**src/rtl/mem_programmer_ctrl_pkg.sv**
```systemverilog
// Shared encodings for the push-button memory programmer: operator commands
// and controller FSM states.
package mem_programmer_ctrl_pkg;

    typedef enum logic [1:0] {
        CMD_SET_ADRS = 2'b00,
        CMD_ENTER    = 2'b01,
        CMD_EXAMINE  = 2'b10,
        CMD_CLEAR    = 2'b11
    } cmd_e;

    typedef enum logic [1:0] {
        S_IDLE    = 2'b00,
        S_WRITE   = 2'b01,
        S_RD_WAIT = 2'b10,
        S_RD_CAP  = 2'b11
    } state_e;

endpackage

```
**src/rtl/mem_programmer_ctrl_if.sv**
```systemverilog
// Program-mode port of the shared synchronous RAM. The controller drives
// address/data/strobe; the RAM returns read data one cycle after the address.
interface mem_programmer_ctrl_if #(
    parameter int ADDR_W = 8,
    parameter int DATA_W = 8
);
    logic [ADDR_W-1:0] mem_adrs;
    logic [DATA_W-1:0] mem_data;
    logic              mem_wr_en;
    logic [DATA_W-1:0] mem_q;

    modport master (output mem_adrs, output mem_data, output mem_wr_en, input mem_q);
    modport slave  (input mem_adrs, input mem_data, input mem_wr_en, output mem_q);
endinterface

```
**src/rtl/mem_programmer_ctrl_button_debounce.sv**
```systemverilog
// Two-flop synchronizer plus stability counter for a mechanical button.
// Level flips after DEBOUNCE_CYC steady cycles; press_pulse marks a 0->1 flip.
module button_debounce #(
    parameter int DEBOUNCE_CYC = 16
) (
    input  logic clock,
    input  logic reset,
    input  logic raw,
    output logic level,
    output logic press_pulse
);
    localparam int CNT_W = (DEBOUNCE_CYC > 1) ? $clog2(DEBOUNCE_CYC) : 1;

    logic [1:0]       sync;
    logic [CNT_W-1:0] cnt;

    always_ff @(posedge clock or posedge reset) begin
        if (reset) begin
            sync        <= 2'b00;
            level       <= 1'b0;
            cnt         <= '0;
            press_pulse <= 1'b0;
        end else begin
            sync        <= {sync[0], raw};
            press_pulse <= 1'b0;
            // any cycle agreeing with the current level restarts the count
            if (sync[1] == level) begin
                cnt <= '0;
            end else if (cnt == CNT_W'(DEBOUNCE_CYC - 1)) begin
                level       <= sync[1];
                press_pulse <= sync[1];
                cnt         <= '0;
            end else begin
                cnt <= cnt + 1'b1;
            end
        end
    end
endmodule

```
**src/rtl/mem_programmer_ctrl.sv**
```systemverilog
// Push-button memory programmer: set address, chunked data entry with write,
// and read-back examine, driving the RAM program-mode port.
module mem_programmer_ctrl
    import mem_programmer_ctrl_pkg::*;
#(
    parameter int ADDR_W       = 8,
    parameter int DATA_W       = 8,
    parameter int IN_W         = 8,
    parameter int DEBOUNCE_CYC = 16,
    parameter int AUTO_INC     = 1,
    localparam int NCHUNK      = DATA_W / IN_W,
    localparam int CW          = $clog2(NCHUNK) + 1
) (
    input  logic                  clock,
    input  logic                  reset,
    input  logic                  p_button,
    input  logic [1:0]            cmd,
    input  logic [IN_W-1:0]       sw_in,
    mem_programmer_ctrl_if.master mem,
    output logic [ADDR_W-1:0]     cur_adrs,
    output logic [DATA_W-1:0]     cur_data,
    output logic [CW-1:0]         chunk_idx,
    output logic                  busy
);
    state_e            state;
    logic [DATA_W-1:0] shreg;
    logic [DATA_W-1:0] shreg_nxt;
    logic              db_level;
    logic              db_pulse;
    logic              press;

    button_debounce #(.DEBOUNCE_CYC(DEBOUNCE_CYC)) u_btn (
        .clock       (clock),
        .reset       (reset),
        .raw         (p_button),
        .level       (db_level),
        .press_pulse (db_pulse)
    );

    assign press        = db_pulse & db_level;
    // MSB chunk arrives first; the shift also covers DATA_W == IN_W
    assign shreg_nxt    = (shreg << IN_W) | DATA_W'(sw_in);
    assign mem.mem_adrs = cur_adrs;

    always_ff @(posedge clock or posedge reset) begin
        if (reset) begin
            state         <= S_IDLE;
            shreg         <= '0;
            cur_adrs      <= '0;
            cur_data      <= '0;
            chunk_idx     <= '0;
            busy          <= 1'b0;
            mem.mem_data  <= '0;
            mem.mem_wr_en <= 1'b0;
        end else begin
            mem.mem_wr_en <= 1'b0;
            case (state)
                S_IDLE: if (press) begin
                    case (cmd_e'(cmd))
                        CMD_SET_ADRS: begin
                            cur_adrs  <= sw_in[ADDR_W-1:0];
                            chunk_idx <= '0;
                        end
                        CMD_ENTER: begin
                            shreg <= shreg_nxt;
                            if (chunk_idx == CW'(NCHUNK - 1)) begin
                                mem.mem_data  <= shreg_nxt;
                                cur_data      <= shreg_nxt;
                                chunk_idx     <= '0;
                                mem.mem_wr_en <= 1'b1;
                                busy          <= 1'b1;
                                state         <= S_WRITE;
                            end else begin
                                chunk_idx <= chunk_idx + 1'b1;
                            end
                        end
                        CMD_EXAMINE: begin
                            chunk_idx <= '0;
                            busy      <= 1'b1;
                            state     <= S_RD_WAIT;
                        end
                        CMD_CLEAR: begin
                            shreg     <= '0;
                            chunk_idx <= '0;
                        end
                    endcase
                end
                S_WRITE: begin
                    if (AUTO_INC != 0) cur_adrs <= cur_adrs + 1'b1;
                    busy  <= 1'b0;
                    state <= S_IDLE;
                end
                S_RD_WAIT: state <= S_RD_CAP;
                S_RD_CAP: begin
                    cur_data <= mem.mem_q;
                    if (AUTO_INC != 0) cur_adrs <= cur_adrs + 1'b1;
                    busy  <= 1'b0;
                    state <= S_IDLE;
                end
            endcase
        end
    end
endmodule

```
**src/flat_wrapper.sv**
```systemverilog
// flat-port wrapper written by rule: the top's interface ports become plain ports
module mem_programmer_ctrl_flat import mem_programmer_ctrl_pkg::*;
#(
    parameter int ADDR_W       = 8,
    parameter int DATA_W       = 8,
    parameter int IN_W         = 8,
    parameter int DEBOUNCE_CYC = 16,
    parameter int AUTO_INC     = 1,
    localparam int NCHUNK      = DATA_W / IN_W,
    localparam int CW          = $clog2(NCHUNK) + 1
)
  (clock, reset, p_button, cmd, sw_in, cur_adrs, cur_data, chunk_idx, busy, mem_mem_adrs, mem_mem_data, mem_mem_wr_en, mem_mem_q);
  mem_programmer_ctrl_if #(.ADDR_W(ADDR_W), .DATA_W(DATA_W)) mem_i ();
  input  logic clock;
  input  logic reset;
  input  logic p_button;
  input  logic [1:0] cmd;
  input  logic [IN_W-1:0] sw_in;
  output logic [ADDR_W-1:0] cur_adrs;
  output logic [DATA_W-1:0] cur_data;
  output logic [CW-1:0] chunk_idx;
  output logic busy;
  output wire logic [$bits(mem_i.mem_adrs)-1:0] mem_mem_adrs;
  output wire logic [$bits(mem_i.mem_data)-1:0] mem_mem_data;
  output wire logic [$bits(mem_i.mem_wr_en)-1:0] mem_mem_wr_en;
  input wire logic [$bits(mem_i.mem_q)-1:0] mem_mem_q;
  assign mem_mem_adrs = mem_i.mem_adrs;
  assign mem_mem_data = mem_i.mem_data;
  assign mem_mem_wr_en = mem_i.mem_wr_en;
  assign mem_i.mem_q = mem_mem_q;
  mem_programmer_ctrl #(.ADDR_W(ADDR_W), .DATA_W(DATA_W), .IN_W(IN_W), .DEBOUNCE_CYC(DEBOUNCE_CYC), .AUTO_INC(AUTO_INC)) u_core (.clock(clock), .reset(reset), .p_button(p_button), .cmd(cmd), .sw_in(sw_in), .mem(mem_i), .cur_adrs(cur_adrs), .cur_data(cur_data), .chunk_idx(chunk_idx), .busy(busy));
endmodule
```
**config.mk**
```make
export PLATFORM = sky130hd
export DESIGN_NAME = mem_programmer_ctrl_flat
export DESIGN_NICKNAME = d
export VERILOG_FILES = /design/src/rtl/mem_programmer_ctrl_pkg.sv /design/src/rtl/mem_programmer_ctrl_if.sv /design/src/rtl/mem_programmer_ctrl_button_debounce.sv /design/src/rtl/mem_programmer_ctrl.sv /design/src/flat_wrapper.sv
export SDC_FILE = /design/constraint.sdc
export NUM_CORES = 1
export LEC_CHECK = 0
export CAP_MARGIN = 0
export CORE_ASPECT_RATIO = 2
export CORE_MARGIN = 5
export CORE_UTILIZATION = 40
export CTS_CLUSTER_SIZE = 30
export DETAILED_ROUTE_END_ITERATION = 7
export GPL_ROUTABILITY_DRIVEN = 0
export PLACE_DENSITY = 0.67
export SETUP_SLACK_MARGIN = 0.5
export SYNTH_ARGS = -nofsm -noshare
export SYNTH_HDL_FRONTEND = slang
export SYNTH_SLANG_ARGS = --single-unit
```
**constraint.sdc**
```tcl
create_clock -name clock -period 2.35 [get_ports clock]
set_input_delay 0.5875 -clock clock [delete_from_list [all_inputs] [get_ports clock]]
set_output_delay 0.5875 -clock clock [all_outputs]
set_load 0.03 [all_outputs]
```
### Word-level counts from Yosys, hierarchy flattened

Index checks and enable logic that the tools add are counted.

* input bits: 21
* word-level logic and storage cells: 69
* flip-flop bits (word level): 37

* bitwise operators: 3
* mux-type cells: 25
* equality and inequality tests: 14
* reductions and logical operators: 13
* add/sub/neg operators: 3

Operators with widths (count)
* two-way mux 8 bit: 5
* one-hot mux 8 bit (2 select lines): 2
* AND reduction 4 bit: 3
* two-way mux 1 bit: 9
* adder 8 x 1 -> 8 bit (second input constant): 1
* == test 2 bit (second input constant): 4
* two-way mux 4 bit: 2
* inequality test 2 bit (second input constant): 3
* inequality test 3 bit (second input constant): 2
* one-hot mux 1 bit (2 select lines): 3
* one-hot mux 2 bit (3 select lines): 1
* AND reduction 3 bit: 2
* adder 4 x 1 -> 4 bit (second input constant): 1
* == test 2 x 1 -> 1 bit (second input constant): 2
* == test 4 bit (second input constant): 1
* logical NOT 2 bit: 2
* two-way mux 2 bit: 2
* one-hot mux 2 bit (2 select lines): 1
* AND reduction 2 bit: 2
* nonzero test 2 bit: 2
* OR reduction 3 bit: 1
* inequality test 2 x 1 -> 1 bit (second input constant): 1
* NOT 1 bit: 2
* OR reduction 2 bit: 1
* 3 further kinds: 3

### Longest topological paths before layout

Gate-level depths: netlist (run 1).

* depth in word-level cells: 4
* depth in mapped cells: 6
* gate-level depth less buffers: 5

### Hierarchy

Synthesis (run 1) repeated with hierarchy kept, for this count alone.

* cells, all modules: 148
* area total of the unflattened synthesis: 1779.2 um^2

By module, submodules not included
* mem_programmer_ctrl: instances 1, cells each 127, area each 1472.7 um^2, seq. area each 700.7 um^2
* button_debounce: instances 1, cells each 21, area each 306.5 um^2, seq. area each 200.2 um^2

### Worst setup path after synthesis (run 1)

OpenSTA, ideal clock, no wires.

* kind: input to register
* start point: input cmd[0]
* end point: register u_core.cur_adrs[7]
* required time: 2.224 ns
* stages on the path: 5
* arrival time: 1.656 ns
* setup slack: 0.568 ns
* cells stage by stage: inv_1 ha_1 and2b_4 or3_4 a221o_1

* longest elaborated chain between the ends: 3

RTL lines
* start: declaration: RTL line flat_wrapper.sv:17 `input logic [1:0] cmd;`
* logical NOT 2 bit: RTL line mem_programmer_ctrl.sv:59 `case (cmd_e'(cmd))`
* inequality test 2 bit (no source line)
* AND reduction 3 bit (no source line)
* end signal: assignment: RTL line mem_programmer_ctrl.sv:61 `cur_adrs <= sw_in[ADDR_W-1:0];`
* end signal: assignment: RTL line mem_programmer_ctrl.sv:89 `if (AUTO_INC != 0) cur_adrs <= cur_adrs + 1'b1;`
* end signal: assignment: RTL line mem_programmer_ctrl.sv:96 `if (AUTO_INC != 0) cur_adrs <= cur_adrs + 1'b1;`
* end: declaration: RTL line mem_programmer_ctrl.sv:20 `output logic [ADDR_W-1:0] cur_adrs,`

No other way between the ends.
A chain may end at the register's enable or synchronous reset.

### Worst setup path after layout (run 1)

* start point: register u_core.cur_adrs[5]
* end point: output mem_mem_adrs[5]

RTL lines
* end: declaration: RTL line flat_wrapper.sv:23 `output wire logic [$bits(mem_i.mem_adrs)-1:0] mem_mem_adrs;`

No word-level cell between the ends.

==> run_results.csv, run 1 <==
group,metric,value,unit
layout,share_of_cells_above_drive_strength_1,25.7,%
timing,clock.fmax,552,MHz
setup_path,timing.critical_path.required,1760,ps
die,rows,36,
pwr,vdd.ir_drop.worst,371,uV
drt,first_pass_iters,4,
global_routing,grt_max_degree,37,
hold_path,timing.hold.worst_path_depth,0,
cts,clkLatencyLatePin,290,ps
setup_path,cp_num_cells,1,
hold_path,hold_path_class,"register to register",
setup_path,ff2ff_path_depth,5,
global_routing,grt.total_usage,16.0,%
die,die_h,110,um
logic_synthesis,seq_area_frac_synth,44.7,%
drt,drc,0,
logic_synthesis,synthesis.area,0.00202,mm^2
setup_path,worst_path_largest_cell_delay,500,ps
pwr,comb_power_share,14.8,%
drt,route.antenna.remaining_nets,0,
pwr,total_power,1.29,mW
global_routing,grt_pass1_vias,1597,
pwr,switching_share,25.1,%
timing,number_of_slew_limit_violations_in_the_final_report,0,
run_status,outcome,"completed",
layout,antenna-diode-count,0,
timing,finalWorstPathRequiredPeriod,1810,ps
drt,drt-total-wl,4940,um
logic_synthesis,async_reset_ff_share,100,%
setup_path,start_kind,"register",
die,die_area,0.00664,mm^2
drt,drt-vias-per-instance,5.30,
drt,routed-via-count,1499,
cts,clkSinkCount,36,
timing,fin_worst_skew,9.29,ps
setup_path,crit_path_max_fanout,7,
setup_path,path_class,"register to output port",
setup_path,crit_path_cell_trace,"dlygate4sd2_1",
setup_path,cp_slowest_cell,"sky130_fd_sc_hd__dfrtp_1",
pwr,p_int,968,uW
logic_synthesis,post_synth_num_cell_types,45,
global_routing,gr-total-overflow,0,
global_routing,grt_antenna_before_repair,0,
die,fp.coreArea,0.00486,mm^2
timing,hold_viol_final,0,
setup_path,worst_ep_arrival_time,1230,ps
placement,place_hpwl,3940,um
logic_synthesis,synthCells,168,
die,ioPinCount,56,
layout,layout.core_utilization,54.7,%
logic_synthesis,synth_nets,199,
die,initial_utilization,41.4,%
logic_synthesis,number_of_flip_flops_and_latches_in_the_synthesized_netlist,36,
logic_synthesis,post_synth_edffs,0,
timing,total_negative_slack,0,ps
drt,drt_iter0_markers,40,
placement,port-buffer-count,54,
timing,final_min_period_over_clock_period,77.1,%
pwr,p_sw,325,uW
logic_synthesis,dominantRegCellSynth,"sky130_fd_sc_hd__dfrtp_1",
timing,setup_viol,0,
logic_synthesis,avgSynthCellArea,12.0,um^2
cts,cts_buffers,5,
cts,clk_pin_slew_worst_paths,70,ps
logic_synthesis,yosysWarningCount,0,
pwr,seq_power_share,50.7,%
pwr,p_per_area,486,mW/mm^2
timing,setup_repair_after_global_routing_missed_its_margin,"yes",
global_routing,grt_pass1_wl,7690,um
layout,layout_area_growth_over_synthesis,32.1,%
setup_path,crit_path_end_kind,"output port",
layout,finish.net_count,256,
setup_path,cp.buffers_inverters,1,
pwr,power_frac_clock,34.5,%
pwr,power.leakage,1.27,nW
cts,htree_levels,2,
cts,ctsLongestPathBuffers,2,
layout,filler_cell_count_in_the_final_layout,438,
drt,drt-wirelength-per-cell,17.5,um
cts,clockRootBuffer,"sky130_fd_sc_hd__clkbuf_8",
cts,cts_tree,"yes",
flow_run,cap_violations,0,
die,fp.dieW,60.2,um
setup_path,timing.critical_path.max_delay_family,"flip-flops",
## state kept, by name, indices dropped and copies added (netlist names)
name                      flops
u_core.mem.mem_data           8
u_core.u_btn.level            1
u_core.u_btn.sync             2
u_core.cur_data               8
u_core.state                  2
u_core.busy                   1
u_core.u_btn.cnt              4
u_core.u_btn.press_pulse      1
u_core.mem.mem_wr_en          1
u_core.cur_adrs               8
## synth_stat cells, drive strengths merged, types with 2 or more instances
| cell | number | area [um^2] |
|---|---|---|
| o21bai | 2 | 15.0 |
| nor2 | 2 | 7.51 |
| xnor2 | 2 | 17.5 |
| a2111oi | 4 | 66.3 |
| a21oi | 4 | 23.8 |
| nand2 | 6 | 22.5 |
| inv | 14 | 52.6 |
| o211ai | 4 | 30.0 |
| ha | 10 | 125 |
| dfrtp | 36 | 901 |
| o22ai | 2 | 12.5 |
| buf | 14 | 108 |
| o21ai | 5 | 25.0 |
| mux2 | 29 | 334 |
| nor3b | 3 | 22.5 |
| a2bb2oi | 2 | 17.5 |
| o31ai | 3 | 22.5 |
| nand3 | 5 | 25.0 |
## metal layers
| metal | part of all wire [%] | track usage (%) | vias up |
|---|---|---|---|
| li1 | - | - | 715 |
| met1 | 33 | 16.0 | 725 |
| met2 | 58 | 29.4 | 46 |
| met3 | 5.1 | 3.03 | 13 |
| met4 | 3.4 | 9.03 | 0 |
| met5 | 0 | 0 | - |
## cell type report
cell class	instances	area [um^2]	share of cell area (%)
multi-input cells	104	965	36.2
flip-flops and latches	36	901	33.8
repair buffers	64	583	21.9
clock buffers	8	90.1	3.38
well taps	57	71.3	2.68
inverters	14	52.6	1.97
## metrics by stage
stage / cells / setup WS [ps] / hold slack, ps / cell area (um^2)
after detailed placement: 273 / 86.8 / 343 / 2590
after global placement: 273 / 105 / 335 / 2590
after CTS: 282 / 506 / 359 / 2650
final: 283 / 537 / 355 / 2660
after global routing: 283 / 494 / 370 / 2660
after floorplan: 168 / 568 / 331 / 2020
## path summary, 6_finish.rpt
path	slack, ps	endpoint	start
max in group asynchronous	1320	u_core.u_btn.press_pulse	reset
worst min register to register	360	u_core.u_btn.sync[1]	u_core.u_btn.sync[0]
worst min-delay path	360	u_core.u_btn.sync[1]	u_core.u_btn.sync[0]
worst max register to register	560	u_core.cur_adrs[7]	u_core.state[0]
worst max-delay path	540	mem_mem_adrs[5]	u_core.cur_adrs[5]
min in group asynchronous	710	u_core.cur_data[3]	reset
## cells by family after synthesis
logic type / Yosys count / synth area share, %
flops: 36 / 44.7
simple gates: 27 / 8.44
buf+inv: 28 / 7.95
other cells: 1 / 0.186
xor+xnor: 2 / 0.869
fa+ha+maj: 10 / 6.21
compound gates: 34 / 14.6
mux: 30 / 17.1
## cells in the final DEF, fill, tap and decap left out, drive strengths merged, types with 2 or more instances in the layout
master,instances
clkbuf,8
o22ai,2
o31ai,3
mux2,29
dlygate4sd2,36
dfrtp,36
nand2,6
ha,10
o211ai,4
nand3,5
a2bb2oi,2
clkdlybuf4s50,18
nor2,2
inv,14
nor3b,3
xnor2,2
o21bai,2
a21oi,4
buf,10
a2111oi,4
o21ai,5
## what timing repair did
| item | in CTS | in global routing |
|---|---|---|
| pin swaps | 0 | 0 |
| endpoints found under the setup margin | 51 | 9 |
| buffers inserted | 1 | 1 |
| resized for setup | 38 | 3 |
| hold buffers | 0 | 0 |
## power by group through the flow
stage                     clock network, mW  registers, mW  logic, mW
final                                 0.446          0.656      0.192
after global routing                  0.490          0.660      0.209
after CTS                             0.464          0.656      0.194
after detailed placement                  0          0.668      0.206
after global placement                    0          0.668      0.203
after floorplan                           0          0.694     0.0858
Power figures use the tool's default switching activity.
==> inputs of run 2 (changes only) <==
==> constraint.sdc (replaced) <==
create_clock -name clock -period 1.86 [get_ports clock]
set_input_delay 0.465 -clock clock [delete_from_list [all_inputs] [get_ports clock]]
set_output_delay 0.465 -clock clock [all_outputs]
set_load 0.03 [all_outputs]
==> run_results.csv, run 2 (synthesis gave the netlist of run 1 again) <==
group,metric,value,unit
run_status,outcome,"completed",
cts,clk_pin_slew_worst_paths,70,ps
timing,layout_setup_ws,181,ps
global_routing,gr-total-overflow,0,
setup_path,critical_path.reg2reg.startpoint,"u_core.state[1]",
die,initial_utilization,41.4,%
die,die_area,0.00664,mm^2
global_routing,grt.total_usage,18.2,%
setup_path,ff2ff_setup_slack,180,ps
layout,reg.largest.list,"u_core.cur_adrs (8), u_core.cur_data (8), u_core.mem.mem_data (8)",
setup_path,worst_path_largest_cell_delay,400,ps
setup_path,timing.critical_path.max_delay_family,"compound AO/OA/AOI/OAI gates",
layout,layout.cells.most_common,"sky130_fd_sc_hd__buf_4",
timing,finalWorstPathRequiredPeriod,1680,ps
setup_path,cp_num_cells,6,
pwr,vdd.ir_drop.worst,451,uV
setup_path,crit_path_end_kind,"register",
drt,routed-via-count,1670,
cts,ctsLongestPathBuffers,2,
drt,drt-total-wl,5890,um
cts,clockRootBuffer,"sky130_fd_sc_hd__clkbuf_8",
drt,drt-wirelength-per-cell,18.9,um
global_routing,grt_antenna_before_repair,0,
layout,layout.cells.most_common_list,"sky130_fd_sc_hd__buf_4 (38), sky130_fd_sc_hd__dfrtp_1 (34), sky130_fd_sc_hd__mux2_2 (23)",
cts,cts_buffers,5,
layout,layout.core_utilization,61.9,%
setup_path,cp-startpoint,"u_core.state[1]",
timing,hold_viol_final,0,
setup_path,crit_path_cell_trace,"inv_2 > ha_4 > or2_4 > buf_4 > a2111oi_4 > a2bb2oi_1",
global_routing,grt_max_degree,37,
cts,cts_tree,"yes",
drt,first_pass_iters,6,
placement,pre_cts_ws,-290,ps
placement,port-buffer-count,54,
timing,number_of_slew_limit_violations_in_the_final_report,0,
layout,layout_area_growth_over_synthesis,49.4,%
layout,finish.net_count,285,
hold_path,hold_path_class,"register to register",
timing,fin_worst_skew,5.61,ps
placement,place_hpwl,4190,um
layout,filler_cell_count_in_the_final_layout,425,
die,die_h,110,um
layout,antenna-diode-count,0,
setup_path,start_kind,"register",
timing,setup_repair_after_global_routing_missed_its_margin,"yes",
die,fp.dieW,60.2,um
setup_path,ff2ff_path_depth,6,
setup_path,crit_path_max_fanout,6,
setup_path,path_class,"register to register",
setup_path,worst_ep_arrival_time,1890,ps
die,rows,36,
setup_path,cp.buffers_inverters,2,
global_routing,grt_pass1_wl,8900,um
setup_path,cp_slowest_cell,"sky130_fd_sc_hd__dfrtp_1",
pwr,power.leakage,1.41,nW
drt,drc,0,
drt,drt_iter0_markers,60,
flow_run,cap_violations,0,
global_routing,grt_pass1_vias,1815,
die,ioPinCount,56,
drt,drt-vias-per-instance,5.35,
timing,final_min_period_over_clock_period,90.3,%
hold_path,hold_path_startpoint,"u_core.u_btn.sync[0]",
cts,clkLatencyLatePin,290,ps
hold_path,timing.hold.worst_path_depth,0,
cts,htree_levels,2,
layout,share_of_cells_above_drive_strength_1,53.7,%
pwr,p_per_area,596,mW/mm^2
die,fp.coreArea,0.00486,mm^2
setup_path,timing.critical_path.required,2070,ps
timing,setup_viol,0,
timing,fin_hold_ws,350,ps
drt,route.antenna.remaining_nets,0,
cts,clkSinkCount,36,
timing,clock.fmax,596,MHz
==> run 2: changes by cell type in the layout (fill, tap and decap cells not counted), sizes merged <==
cell / before / now
clkinv: 0 / 1
dlygate4sd2: 36 / 0
clkbuf: 8 / 7
bufinv: 0 / 1
buf: 10 / 70
clkdlybuf4s15: 0 / 4
==> run 2: final timing paths <==
path,end
max in group asynchronous,u_core.cur_adrs[4]
setup reg to reg,u_core.cur_adrs[2]
setup / recovery,u_core.cur_adrs[2]
min in group asynchronous,u_core.mem.mem_data[2]
hold / removal,u_core.u_btn.sync[1]
hold reg to reg,u_core.u_btn.sync[1]
==> run 2: what timing repair did <==
| item | CTS | global route |
|---|---|---|
| setup buffers | 19 | 3 |
| gates cloned | 0 | 0 |
| pin swaps | 9 | 0 |
| gates resized for setup | 201 | 16 |
| hold buffers | 0 | 0 |
| setup endpoints to repair | 62 | 40 |
==> run 2: where the power goes <==
group | internal, mW | total (mW) | switching, mW
combinational | 0.140 | 0.291 | 0.151
clock | 0.398 | 0.675 | 0.277
sequential | 0.808 | 0.828 | 0.0200
total | 1.35 | 1.79 | 0.449
==> run 2: layout make-up <==
| class | count | area, um^2 | area share, % |
|---|---|---|---|
| multi-input combinational | 104 | 1110 | 36.8 |
| sequential | 36 | 903 | 30.0 |
| timing repair buffer | 93 | 764 | 25.4 |
| clock buffer | 6 | 72.6 | 2.41 |
| tap | 57 | 71.3 | 2.37 |
| inverter | 14 | 57.6 | 1.91 |
| clock inverter | 2 | 35.0 | 1.16 |
==> run 2: worst reg2reg max path: cells and delay by family (launching register included) <==
family	cells	cell delay, ps
buffers and inverters	2	260
and+or+nand+nor	1	290
adders and majority gates	1	180
DFF	1	400
AOI/OAI and AO/OA	2	490
==> run 2: through the flow <==
step / setup TNS, ps / power [mW] / std cells / area (um^2)
4_1_cts: 0 / 1.81 / 309 / 2930
3_5_place_dp: -6370 / 1.12 / 282 / 2700
5_1_grt: 0 / 1.87 / 312 / 3010
3_3_place_gp: -5730 / 1.11 / 282 / 2700
6_report: 0 / 1.79 / 312 / 3010
2_1_floorplan: 0 / 0.991 / 168 / 2070
==> run 2: routing by layer <==
metal  track usage (%)  wire length, um  up-vias
met5                 0                0        -
met4              9.03              207        0
met3              2.68              230       16
met2              35.1             3470       58
met1              17.6             1980      824
li1                  -                -      772
==> inputs of run 3 (changes only) <==
--- a/config.mk
+++ b/config.mk
@@ -5,6 +5,7 @@
 export SDC_FILE = /design/constraint.sdc
 export NUM_CORES = 1
 export LEC_CHECK = 0
+export ABC_AREA = 1
 export CAP_MARGIN = 0
 export CORE_ASPECT_RATIO = 2
 export CORE_MARGIN = 5
@@ -12,6 +13,7 @@
 export CTS_CLUSTER_SIZE = 30
 export DETAILED_ROUTE_END_ITERATION = 7
 export GPL_ROUTABILITY_DRIVEN = 0
+export MAX_ROUTING_LAYER = met4
 export PLACE_DENSITY = 0.67
 export SETUP_SLACK_MARGIN = 0.5
 export SYNTH_ARGS = -nofsm -noshare
==> run_results.csv, run 3 <==
group,metric,value,unit
setup_path,crit_path_cell_trace,"dlygate4sd2_1 > inv_4 > ha_4 > nand3_4 > a21oi_4 > buf_12 > nand2_1 > o21a_1",
setup_path,worst_ep_arrival_time,1560,ps
drt,drt-total-wl,5030,um
flow_run,cap_violations,0,
logic_synthesis,synthesis.area,0.00194,mm^2
setup_path,timing.critical_path.required,2040,ps
cts,htree_levels,2,
layout,finish.net_count,330,
timing,setup_viol,0,
placement,dpl-instance-area,0.00256,mm^2
cts,cts_buffers,5,
timing,hold_viol_final,0,
layout,layout.cells.most_common,"sky130_fd_sc_hd__nand2_1",
cts,cts_tree,"yes",
logic_synthesis,synthCells,227,
die,fp.coreArea,0.00477,mm^2
drt,route.antenna.remaining_nets,0,
setup_path,cp.buffers_inverters,3,
drt,routed-via-count,1763,
setup_path,ff2ff_setup_slack,490,ps
die,ioPinCount,56,
placement,port-buffer-count,54,
placement,place_hpwl,3550,um
logic_synthesis,synth_nets,258,
pwr,vdd.ir_drop.worst,515,uV
drt,first_pass_iters,4,
global_routing,grt.total_usage,16.6,%
die,initial_utilization,40.6,%
timing,final_min_period_over_clock_period,74.1,%
placement,pre_cts_ws,-109,ps
logic_synthesis,most_frequent_cell_after_synthesis,"sky130_fd_sc_hd__nand2_1",
pwr,power.leakage,1.43,nW
timing,clock.fmax,726,MHz
layout,multi_input_comb_area,935,um^2
cts,clockRootBuffer,"sky130_fd_sc_hd__clkbuf_8",
drt,drt-wirelength-per-cell,14.1,um
hold_path,hold_path_class,"register to register",
layout,layout.cell_area.non_filler,0.00285,mm^2
setup_path,crit_path_end_kind,"register",
global_routing,grt_max_degree,37,
logic_synthesis,avgSynthCellArea,8.53,um^2
timing,fin_worst_skew,6.59,ps
layout,layout_area_growth_over_synthesis,47.2,%
setup_path,timing.critical_path.max_delay_family,"buffers and inverters",
setup_path,worst_path_largest_cell_delay,270,ps
logic_synthesis,async_reset_ff_share,100,%
die,die_area,0.00642,mm^2
logic_synthesis,seq_area_frac_synth,46.5,%
global_routing,grt_antenna_before_repair,0,
global_routing,gr-total-overflow,0,
timing,finalWorstPathRequiredPeriod,1380,ps
cts,post_cts_hold_buffer_count,0,
cts,clkLatencyLatePin,290,ps
logic_synthesis,synth_top_area_cell,"sky130_fd_sc_hd__dfrtp_1",
cts,clkSinkCount,36,
cts,clk_pin_slew_worst_paths,70,ps
drt,drt-vias-per-instance,4.94,
logic_synthesis,post_synth_edffs,0,
setup_path,cp_slowest_cell,"sky130_fd_sc_hd__dlygate4sd2_1",
logic_synthesis,number_of_flip_flops_and_latches_in_the_synthesized_netlist,36,
logic_synthesis,post_synth_num_cell_types,27,
layout,antenna-diode-count,0,
logic_synthesis,area_share_of_the_largest_cell_type_after_synthesis,46.5,%
drt,drc,0,
die,fp.dieW,59.2,um
die,die_h,108,um
layout,share_of_cells_above_drive_strength_1,37.3,%
timing,number_of_slew_limit_violations_in_the_final_report,0,
setup_path,path_class,"input pin to register",
setup_path,start_kind,"input pin",
pwr,p_per_area,593,mW/mm^2
pwr,total_power,1.69,mW
layout,seq_area,906,um^2
layout,filler_cell_count_in_the_final_layout,440,
timing,setup_repair_after_global_routing_missed_its_margin,"yes",
global_routing,grt_pass1_vias,1756,
cts,ctsLongestPathBuffers,2,
die,rows,36,
layout,layout.cells.most_common_list,"sky130_fd_sc_hd__nand2_1 (56), sky130_fd_sc_hd__dfrtp_1 (32), sky130_fd_sc_hd__buf_4 (24)",
timing,layout_setup_ws,482,ps
global_routing,grt_pass1_wl,7950,um
run_status,outcome,"completed",
logic_synthesis,yosysWarningCount,0,
logic_synthesis,dominantRegCellSynth,"sky130_fd_sc_hd__dfrtp_1",
layout,reg.largest.list,"u_core.cur_adrs (8), u_core.cur_data (8), u_core.mem.mem_data (8)",
logic_synthesis,netlist_top_cells_area,"sky130_fd_sc_hd__dfrtp_1 (47%), sky130_fd_sc_hd__nand2_1 (12%), sky130_fd_sc_hd__ha_1 (6.5%)",
logic_synthesis,synth_commonest_cells,"sky130_fd_sc_hd__nand2_1 (61), sky130_fd_sc_hd__dfrtp_1 (36), sky130_fd_sc_hd__inv_1 (29), sky130_fd_sc_hd__o21ai_0 (22), sky130_fd_sc_hd__nor2_1 (13)",
drt,drt_iter0_markers,61,
setup_path,crit_path_max_fanout,8,
[run 3: through the flow]
stage	std cells	hold WS (ps)	utilization, %	setup TNS, ps
5_1_grt	357	381	59.7	0
3_5_place_dp	332	343	53.6	-619
2_1_floorplan	227	331	-	0
4_1_cts	349	359	54.8	0
3_3_place_gp	332	338	53.6	-65.6
6_report	357	356	59.7	0
[run 3: metal layers]
metal / GRT usage [%] / vias up / routed length, um
li1: - / 854 / -
met1: 20.0 / 824 / 2060
met2: 26.6 / 68 / 2560
met3: 2.99 / 17 / 282
met4: 6.81 / 0 / 123
met5: - / - / 0
[run 3: final cells by class]
type,count,area share (%)
Multi-Input combinational cell,148,32.8
Sequential cell,36,31.8
Timing Repair Buffer,77,24.7
Inverter,31,4.52
Clock buffer,6,2.54
Tap cell,57,2.50
Clock inverter,2,1.23
[run 3: path summary, 6_finish.rpt]
path                                            from                    to  cells after the start
worst max-delay path                          cmd[1]    u_core.cur_data[7]                      8
worst min register to register  u_core.u_btn.sync[0]  u_core.u_btn.sync[1]                      0
min in group asynchronous                      reset    u_core.cur_data[0]                      3
worst max register to register       u_core.state[0]    u_core.cur_data[7]                      6
max in group asynchronous                      reset       u_core.state[1]                      3
worst min-delay path            u_core.u_btn.sync[0]  u_core.u_btn.sync[1]                      0
[run 3: cells by family after synthesis]
logic type               count (synthesis)  share of synthesized area, %
flip-flops                              36                          46.5
AO/OA/AOI/OAI                           48                          15.8
XOR/XNOR                                 2                         0.905
other                                    1                         0.194
AND/OR/NAND/NOR                         87                          19.2
buffers and inverters                   43                          11.0
adder cells (fa/ha/maj)                 10                          6.46
[run 3: repair_timing]
item	in CTS	in global routing
gates resized for setup	201	60
pin swaps	0	8
setup endpoints to repair	61	44
gates cloned	0	1
setup buffers	9	7
[run 3: power breakdown]
group,total [mW],leakage [nW],internal [mW],switching [mW]
Clock,0.678,0.0552,0.398,0.280
Sequential,0.815,0.451,0.803,0.0125
Combinational,0.197,0.924,0.0900,0.107
Total,1.69,1.43,1.29,0.400
